[src/rtl/hub75_pkg.sv]
// hub75_pkg: shared sizing constants and the drain FSM encoding for the
// HUB75 line receiver.
//   COLS      - columns shifted per latched scanline
//   LINE_BITS - width of the ABC scanline selector
//   RGB_BITS  - {R1,G1,B1,R0,G0,B0} pixel width
//   COL_BITS  - width of the pixel column output
package hub75_pkg;

  localparam int unsigned COLS      = 64;
  localparam int unsigned LINE_BITS = 3;
  localparam int unsigned RGB_BITS  = 6;
  localparam int unsigned COL_BITS  = 6;

  typedef enum logic {
    ST_IDLE  = 1'b0,
    ST_DRAIN = 1'b1
  } state_e;

endpackage

[src/rtl/hub75_line_rx_if.sv]
// hub75_line_rx_if: panel-side HUB75 inputs and pixel write-strobe outputs.
//   master : panel driver / pixel consumer side (drives hub_*, reads pix_*)
//   slave  : the receiver (reads hub_*, drives pix_*)
//   hub_clk, hub_lat, hub_rgb, hub_abc      - raw panel signals
//   pix_valid, pix_line, pix_col, pix_rgb   - per-pixel write strobe
//   frame_start, short_line, overrun        - status pulses
interface hub75_line_rx_if #(
  parameter int unsigned LINE_BITS = hub75_pkg::LINE_BITS
);
  import hub75_pkg::*;

  logic                 hub_clk;
  logic                 hub_lat;
  logic [RGB_BITS-1:0]  hub_rgb;
  logic [LINE_BITS-1:0] hub_abc;

  logic                 pix_valid;
  logic [LINE_BITS-1:0] pix_line;
  logic [COL_BITS-1:0]  pix_col;
  logic [RGB_BITS-1:0]  pix_rgb;
  logic                 frame_start;
  logic                 short_line;
  logic                 overrun;

  modport master (
    output hub_clk, hub_lat, hub_rgb, hub_abc,
    input  pix_valid, pix_line, pix_col, pix_rgb, frame_start, short_line, overrun
  );

  modport slave (
    input  hub_clk, hub_lat, hub_rgb, hub_abc,
    output pix_valid, pix_line, pix_col, pix_rgb, frame_start, short_line, overrun
  );

endinterface

[src/rtl/hub75_sync.sv]
// hub75_sync: SYNC_STAGES-deep synchronizer plus one history flop.
//   clk_i, rst_ni - system clock, async active-low reset
//   d_i           - asynchronous input bus
//   q_o           - synchronized value, delayed to line up with rise_o
//   rise_o        - registered per-bit rising-edge pulse (0 when EDGE=0)
module hub75_sync #(
  parameter int unsigned WIDTH       = 1,
  parameter int unsigned SYNC_STAGES = 2,
  parameter bit          EDGE        = 1'b0
) (
  input  logic             clk_i,
  input  logic             rst_ni,
  input  logic [WIDTH-1:0] d_i,
  output logic [WIDTH-1:0] q_o,
  output logic [WIDTH-1:0] rise_o
);

  logic [WIDTH-1:0] sync_q [SYNC_STAGES];
  logic [WIDTH-1:0] hist_q;

  always_ff @(posedge clk_i or negedge rst_ni) begin
    if (!rst_ni) begin
      for (int unsigned i = 0; i < SYNC_STAGES; i++) sync_q[i] <= '0;
      hist_q <= '0;
    end else begin
      sync_q[0] <= d_i;
      for (int unsigned i = 1; i < SYNC_STAGES; i++) sync_q[i] <= sync_q[i-1];
      hist_q <= sync_q[SYNC_STAGES-1];
    end
  end

  // hist_q is the same sample that rise_q reports on, so bus data taken from
  // q_o is aligned with edge pulses from a sibling instance.
  assign q_o = hist_q;

  if (EDGE) begin : g_edge
    logic [WIDTH-1:0] rise_q;
    always_ff @(posedge clk_i or negedge rst_ni) begin
      if (!rst_ni) rise_q <= '0;
      else         rise_q <= sync_q[SYNC_STAGES-1] & ~hist_q;
    end
    assign rise_o = rise_q;
  end else begin : g_no_edge
    assign rise_o = '0;
  end

endmodule

[src/rtl/hub75_line_rx.sv]
// hub75_line_rx: HUB75 scanline receiver. Oversamples the panel interface,
// shifts COLS pixels per line, and on a valid latch streams the captured
// line out as COLS consecutive pixel write strobes.
//   clk_in  - system clock
//   reset_n - async active-low reset
//   hub     - slave side of hub75_line_rx_if (hub_* in, pix_*/status out)
module hub75_line_rx #(
  parameter int unsigned COLS        = hub75_pkg::COLS,
  parameter int unsigned LINE_BITS   = hub75_pkg::LINE_BITS,
  parameter int unsigned SYNC_STAGES = 2
) (
  input  logic           clk_in,
  input  logic           reset_n,
  hub75_line_rx_if.slave hub
);
  import hub75_pkg::*;

  localparam int unsigned CNT_W = $clog2(COLS + 1);
  localparam int unsigned BUS_W = RGB_BITS + LINE_BITS;

  logic [1:0]           edge_lvl_unused;
  logic [1:0]           edge_rise;
  logic [BUS_W-1:0]     bus_s;
  logic [BUS_W-1:0]     bus_rise_unused;
  logic                 clk_rise, lat_rise;
  logic [RGB_BITS-1:0]  rgb_s;
  logic [LINE_BITS-1:0] abc_s;

  hub75_sync #(.WIDTH(2), .SYNC_STAGES(SYNC_STAGES), .EDGE(1'b1)) u_sync_edge (
    .clk_i (clk_in),
    .rst_ni(reset_n),
    .d_i   ({hub.hub_lat, hub.hub_clk}),
    .q_o   (edge_lvl_unused),
    .rise_o(edge_rise)
  );

  hub75_sync #(.WIDTH(BUS_W), .SYNC_STAGES(SYNC_STAGES), .EDGE(1'b0)) u_sync_bus (
    .clk_i (clk_in),
    .rst_ni(reset_n),
    .d_i   ({hub.hub_abc, hub.hub_rgb}),
    .q_o   (bus_s),
    .rise_o(bus_rise_unused)
  );

  assign clk_rise       = edge_rise[0];
  assign lat_rise       = edge_rise[1];
  assign {abc_s, rgb_s} = bus_s;

  logic [RGB_BITS-1:0]  shift_q [COLS];
  logic [RGB_BITS-1:0]  shift_d [COLS];
  logic [RGB_BITS-1:0]  hold_q  [COLS];
  logic [CNT_W-1:0]     cnt_q, cnt_shift;
  logic                 line_full, accept;
  state_e               state_q;
  logic                 pix_valid_q, frame_start_q, short_line_q, overrun_q;
  logic [LINE_BITS-1:0] pix_line_q;
  logic [COL_BITS-1:0]  pix_col_q, col_nxt;
  logic [RGB_BITS-1:0]  pix_rgb_q;

  // Newest sample enters at index 0, so index == column after a full line.
  always_comb begin
    shift_d = shift_q;
    if (clk_rise) begin
      shift_d[0] = rgb_s;
      for (int unsigned i = 1; i < COLS; i++) shift_d[i] = shift_q[i-1];
    end
  end

  // A shift coinciding with the latch is folded in before the count is judged.
  always_comb begin
    cnt_shift = cnt_q;
    if (clk_rise && (cnt_q != CNT_W'(COLS))) cnt_shift = cnt_q + 1'b1;
  end

  assign line_full = (cnt_shift == CNT_W'(COLS));
  assign accept    = lat_rise && line_full && (state_q == ST_IDLE);
  assign col_nxt   = pix_col_q + 1'b1;

  always_ff @(posedge clk_in) begin
    shift_q <= shift_d;
    if (accept) hold_q <= shift_d;
  end

  always_ff @(posedge clk_in or negedge reset_n) begin
    if (!reset_n)      cnt_q <= '0;
    else if (lat_rise) cnt_q <= '0;
    else               cnt_q <= cnt_shift;
  end

  always_ff @(posedge clk_in or negedge reset_n) begin
    if (!reset_n) begin
      state_q       <= ST_IDLE;
      pix_valid_q   <= 1'b0;
      pix_line_q    <= '0;
      pix_col_q     <= '0;
      pix_rgb_q     <= '0;
      frame_start_q <= 1'b0;
      short_line_q  <= 1'b0;
      overrun_q     <= 1'b0;
    end else begin
      short_line_q  <= lat_rise && !line_full;
      overrun_q     <= lat_rise && line_full && (state_q == ST_DRAIN);
      frame_start_q <= 1'b0;
      unique case (state_q)
        ST_IDLE: begin
          if (accept) begin
            state_q       <= ST_DRAIN;
            pix_valid_q   <= 1'b1;
            pix_line_q    <= abc_s;
            pix_col_q     <= '0;
            pix_rgb_q     <= shift_d[0];
            frame_start_q <= (abc_s == '0);
          end
        end
        ST_DRAIN: begin
          if (pix_col_q == COL_BITS'(COLS - 1)) begin
            state_q     <= ST_IDLE;
            pix_valid_q <= 1'b0;
            pix_col_q   <= '0;
            pix_rgb_q   <= '0;
          end else begin
            pix_col_q <= col_nxt;
            pix_rgb_q <= hold_q[col_nxt];
          end
        end
        default: state_q <= ST_IDLE;
      endcase
    end
  end

  assign hub.pix_valid   = pix_valid_q;
  assign hub.pix_line    = pix_line_q;
  assign hub.pix_col     = pix_col_q;
  assign hub.pix_rgb     = pix_rgb_q;
  assign hub.frame_start = frame_start_q;
  assign hub.short_line  = short_line_q;
  assign hub.overrun     = overrun_q;

endmodule

[src/flat_wrapper.sv]
// flat-port wrapper written by rule: the top's interface ports become plain ports
module hub75_line_rx_flat import hub75_pkg::*;
#(
  parameter int unsigned COLS        = hub75_pkg::COLS,
  parameter int unsigned LINE_BITS   = hub75_pkg::LINE_BITS,
  parameter int unsigned SYNC_STAGES = 2
)
  (clk_in, reset_n, hub_hub_clk, hub_hub_lat, hub_hub_rgb, hub_hub_abc, hub_pix_valid, hub_pix_line, hub_pix_col, hub_pix_rgb, hub_frame_start, hub_short_line, hub_overrun);
  hub75_line_rx_if #(.LINE_BITS(LINE_BITS)) hub_i ();
  input  logic clk_in;
  input  logic reset_n;
  input wire logic [$bits(hub_i.hub_clk)-1:0] hub_hub_clk;
  input wire logic [$bits(hub_i.hub_lat)-1:0] hub_hub_lat;
  input wire logic [$bits(hub_i.hub_rgb)-1:0] hub_hub_rgb;
  input wire logic [$bits(hub_i.hub_abc)-1:0] hub_hub_abc;
  output wire logic [$bits(hub_i.pix_valid)-1:0] hub_pix_valid;
  output wire logic [$bits(hub_i.pix_line)-1:0] hub_pix_line;
  output wire logic [$bits(hub_i.pix_col)-1:0] hub_pix_col;
  output wire logic [$bits(hub_i.pix_rgb)-1:0] hub_pix_rgb;
  output wire logic [$bits(hub_i.frame_start)-1:0] hub_frame_start;
  output wire logic [$bits(hub_i.short_line)-1:0] hub_short_line;
  output wire logic [$bits(hub_i.overrun)-1:0] hub_overrun;
  assign hub_i.hub_clk = hub_hub_clk;
  assign hub_i.hub_lat = hub_hub_lat;
  assign hub_i.hub_rgb = hub_hub_rgb;
  assign hub_i.hub_abc = hub_hub_abc;
  assign hub_pix_valid = hub_i.pix_valid;
  assign hub_pix_line = hub_i.pix_line;
  assign hub_pix_col = hub_i.pix_col;
  assign hub_pix_rgb = hub_i.pix_rgb;
  assign hub_frame_start = hub_i.frame_start;
  assign hub_short_line = hub_i.short_line;
  assign hub_overrun = hub_i.overrun;
  hub75_line_rx #(.COLS(COLS), .LINE_BITS(LINE_BITS), .SYNC_STAGES(SYNC_STAGES)) u_core (.clk_in(clk_in), .reset_n(reset_n), .hub(hub_i));
endmodule
[config.mk]
export PLATFORM = sky130hd
export DESIGN_NAME = hub75_line_rx_flat
export DESIGN_NICKNAME = d
export VERILOG_FILES = /design/src/rtl/hub75_pkg.sv /design/src/rtl/hub75_line_rx_if.sv /design/src/rtl/hub75_sync.sv /design/src/rtl/hub75_line_rx.sv /design/src/flat_wrapper.sv
export SDC_FILE = /design/constraint.sdc
export NUM_CORES = 1
export LEC_CHECK = 0
export CAP_MARGIN = 40
export CORE_ASPECT_RATIO = 1.5
export CORE_MARGIN = 5
export CORE_UTILIZATION = 40
export DETAILED_ROUTE_END_ITERATION = 10
export PLACE_DENSITY = 0.64
export SLEW_MARGIN = 10
export SYNTH_ARGS = -nofsm -noshare
export SYNTH_HDL_FRONTEND = slang
export SYNTH_SLANG_ARGS = --single-unit
[constraint.sdc]
create_clock -name clk_in -period 8.6 [get_ports clk_in]
set_input_delay 1.72 -clock clk_in [delete_from_list [all_inputs] [get_ports clk_in]]
set_output_delay 1.72 -clock clk_in [all_outputs]
set_load 0.01 [all_outputs]
==> results.toml <==
[clock_network]
ctsResizeCount = 0
cts_max_path_buffers = 3
clkLatencyLatePin_ns = 0.63
cts.clk_slew.worst_paths_ns = 0.06
h-tree-depth = 3
cts_inserted_buffers = 72
cts_setup_buffers = 0
ctsHoldBuffers = 0
clock-sinks = 830
cts_tree = "yes"
cts_root_buf = "clkbuf_16"

[drt]
num_vias = 13505
wl_per_cell_um = 18.40
first_iter_violations = 574
drt-total-wl_um = 49090
antenna_left = 0
viasPerCell = 5.062
dr.max_layer_used = "met4"
drc = 0
m1WireLength_um = 20050
wl_met3_um = 1899
wl_met2_um = 25840
firstDrtPassIters = 4

[setup_path]
crit_path_max_incr_delay_ns = 0.90
critPathKind = "reg -> reg"
cp_cell_sequence = "nand4_1 > nor2_1 > a31o_2 > o2111ai_4 > buf_4 > nor2_4 > buf_12 > buf_4 > buf_16"
cp.arrival_ns = 4.22
r2r_slack_ns = 4.66
crit_path_end_kind = "register"
crit_path_top_delay_cell = "dfrtp_4"
cpMostUsedCell = "buf_4"
startpoint = "u_core.u_sync_edge.rise_o[0]$_DFF_PN0_"
startpoint_type = "register"
crit_path_max_fanout = 145
r2r-start = "u_core.u_sync_edge.rise_o[0]$_DFF_PN0_"
required_ns = 8.88

[final_layout]
instances_no_fill = 2668
multi_input_area_um2 = 7978
nNetsFinal = 1702
antennaDiodeCount = 0
drive_gt1_share_pct = 35.85
area_growth_pct = 13.51
n_fill_cell = 6136
seqCellArea_um2 = 20780
final_cell_area_um2 = 33020

[logic_synthesis]
syn-num-nets = 1657
synth_area_um2 = 29090
synth-main-ff-cell = "edfxtp_1"
yosys_warnings = 0
ys_seq_area_share_pct = 71.39
synth.distinct_cells = 51
synth-edff-count = 384
syn_inst = 1641
avgSynthCellArea_um2 = 17.73
synth_seq_cells = 830
synthArstFlopShare_pct = 7.470

[timing]
timing.final.crit_share_pct = 45.82
worst_slew_pin_slew_ns = 1.017
finalSetupTns_ns = 0
post-route-min-period_ns = 3.940
max_clock_freq_ghz = 0.2538
finalMaxSlewViolations = 0
setup_viol_count_final = 0
rsz0062_at_grt = "no"
finalHoldViolCount = 0
slew_headroom_pct = 32.19
holdWs_ns = 0.3462
fin_skew_ns = 0.02736

[placed_design]
placed_cell_area_um2 = 30580
port_buffers = 31
dp.final_hpwl_um = 29450
gp_congestion = 0.7335
dp.cells = 2533

[global_routing]
antenna_found_initial = 0
grt_remaining_overflow = 0
grt_max_degree = 176
grt_pass1_wl_um = 78820
grt_pass1_vias = 14866
track_usage_pct = 12.53

[floorplanning]
fp.dieW_um = 230.2
initial_core_util_pct = 40.20
die-height_um = 340.3
fp-row-count = 121
pin_count = 32
dieArea_um2 = 78330
core-area_um2 = 72370

[power_and_ir_drop]
power_density_nw_per_um2 = 242.6
cellLeakagePower_nw = 11.69
total_power_mw = 8.010
ir_drop_mv = 0.1397

[run]
maxCapViolCount = 0

[worst_hold_path]
worst_hold_path_type = "reg -> reg"
hp-start = "u_core.u_sync_bus.sync_q[5]$_DFF_PN0_"

[run_status]
status = "complete, no violations"
-- final cells by class --
| type | count | area share, % |
|---|---|---|
| sequential | 830 | 62.92 |
| clock inverter | 19 | 0.7161 |
| clock buffer | 115 | 6.585 |
| timing repair buffer | 55 | 2.069 |
| tap | 922 | 3.493 |
| inverter | 5 | 0.05684 |
| multi-input combinational | 722 | 24.16 |
-- cell usage after synthesis (2+ instances only) --
cell	number	share of area (%)
nor3_1	2	0.034
dfrtp_1	62	5.3
and2_1	3	0.065
a22o_1	2	0.060
dfxtp_1	384	26
buf_4	8	0.21
and3_1	4	0.086
clkbuf_1	58	0.75
ha_1	3	0.13
nor2_1	12	0.15
mux2i_1	14	0.48
buf_2	16	0.28
xnor2_1	5	0.15
mux4_2	97	7.5
nand3_1	42	0.72
a32oi_1	6	0.18
a21oi_1	5	0.086
inv_1	3	0.039
edfxtp_1	384	40
nand2_1	89	1.1
nand4_1	13	0.28
o221ai_1	5	0.15
mux2_1	3	0.12
a31oi_1	2	0.043
mux2_2	384	15
nor2b_1	4	0.086
xor2_1	7	0.21
-- registers in the layout (all words and copies together) (netlist names), 2 cells and up --
register and flops:
u_core.hub.pix_col 6, u_core.u_sync_edge.rise_o 2, u_core.shift_q 384, u_core.u_sync_bus.sync_q 18, u_core.u_sync_edge.q_o 2, u_core.u_sync_edge.sync_q 4, u_core.u_sync_bus.q_o 9, u_core.hub.pix_line 3
u_core.cnt_q 7, u_core.hold_q 384, u_core.hub.pix_rgb 6
-- worst max-delay path: cells and delay by family (launching register included) --
family | cells | cell delay (ns)
and+or+nand+nor | 3 | 0.72
DFF | 1 | 0.90
AOI/OAI and AO/OA | 2 | 0.36
buffers and inverters | 4 | 1.44
-- metrics by stage --
step | worst slack, ns | utilization, %
6_report | 4.660 | 45.63
5_1_grt | 4.447 | 45.63
4_1_cts | 4.331 | 45.59
3_5_place_dp | 4.318 | 42.26
3_3_place_gp | 4.451 | 41.97
2_1_floorplan | 0.6094 | -
-- cell families (layout without fill, tap and decap cells) --
group	after synthesis	count (layout)	synth area share, %
AOI/OAI and AO/OA	34	34	0.9548
muxes	498	498	22.97
DFF	830	830	71.39
adders and majority gates	3	3	0.1290
buffers and inverters	89	194	1.346
xor gates and xnor gates	13	13	0.4559
and+or+nand+nor	174	174	2.748
-- layer usage --
layer	up-vias	GRT usage (%)
li1	6318	-
met1	6931	14.82
met2	179	22.43
met3	77	2.445
met4	0	5.022
met5	-	0
-- layout by cell type, fill, tap and decap left out, drive strengths merged, types with 2 or more instances in the layout --
cell           netlist  routed
dfxtp              384     384
xor2                 7       7
clkinv               1      14
a31o                 2       2
dfrtp               62      62
mux2               387     387
o21ai                2       2
nor2                13      13
a32oi                6       6
a21oi                5       5
and3                 4       4
bufinv               0       2
nor2b                4       4
nand3               43      43
edfxtp             384     384
nor3                 2       2
a31oi                2       2
and2                 3       3
clkdlybuf4s50        0      30
o221ai               5       5
nand2               89      89
o2111ai              2       2
buf                 26      25
inv                  4       8
ha                   3       3
mux2i               14      14
nand4               13      13
xnor2                6       6
a22o                 2       2
clkbuf              58     115
mux4                97      97
-- report_power, final --
| part | leakage [nW] | switching (mW) | internal, mW |
|---|---|---|---|
| Clock | 1.18 | 1.39 | 1.82 |
| Sequential | 7.21 | 0.102 | 4.38 |
| Combinational | 3.31 | 0.137 | 0.188 |
-- final timing paths --
check	to	cells after the start
worst max-delay path	u_core.hold_q[377]$_DFFE_PP_	9
worst min-delay path	u_core.u_sync_bus.q_o[5]$_DFF_PN0_	0
worst max register to register	u_core.hold_q[377]$_DFFE_PP_	9
worst min register to register	u_core.u_sync_bus.q_o[5]$_DFF_PN0_	0
max in group asynchronous	u_core.u_sync_edge.rise_o[0]$_DFF_PN0_	2
min in group asynchronous	u_core.u_sync_bus.q_o[0]$_DFF_PN0_	2
Note: power is estimated with default switching activity, not from simulation.
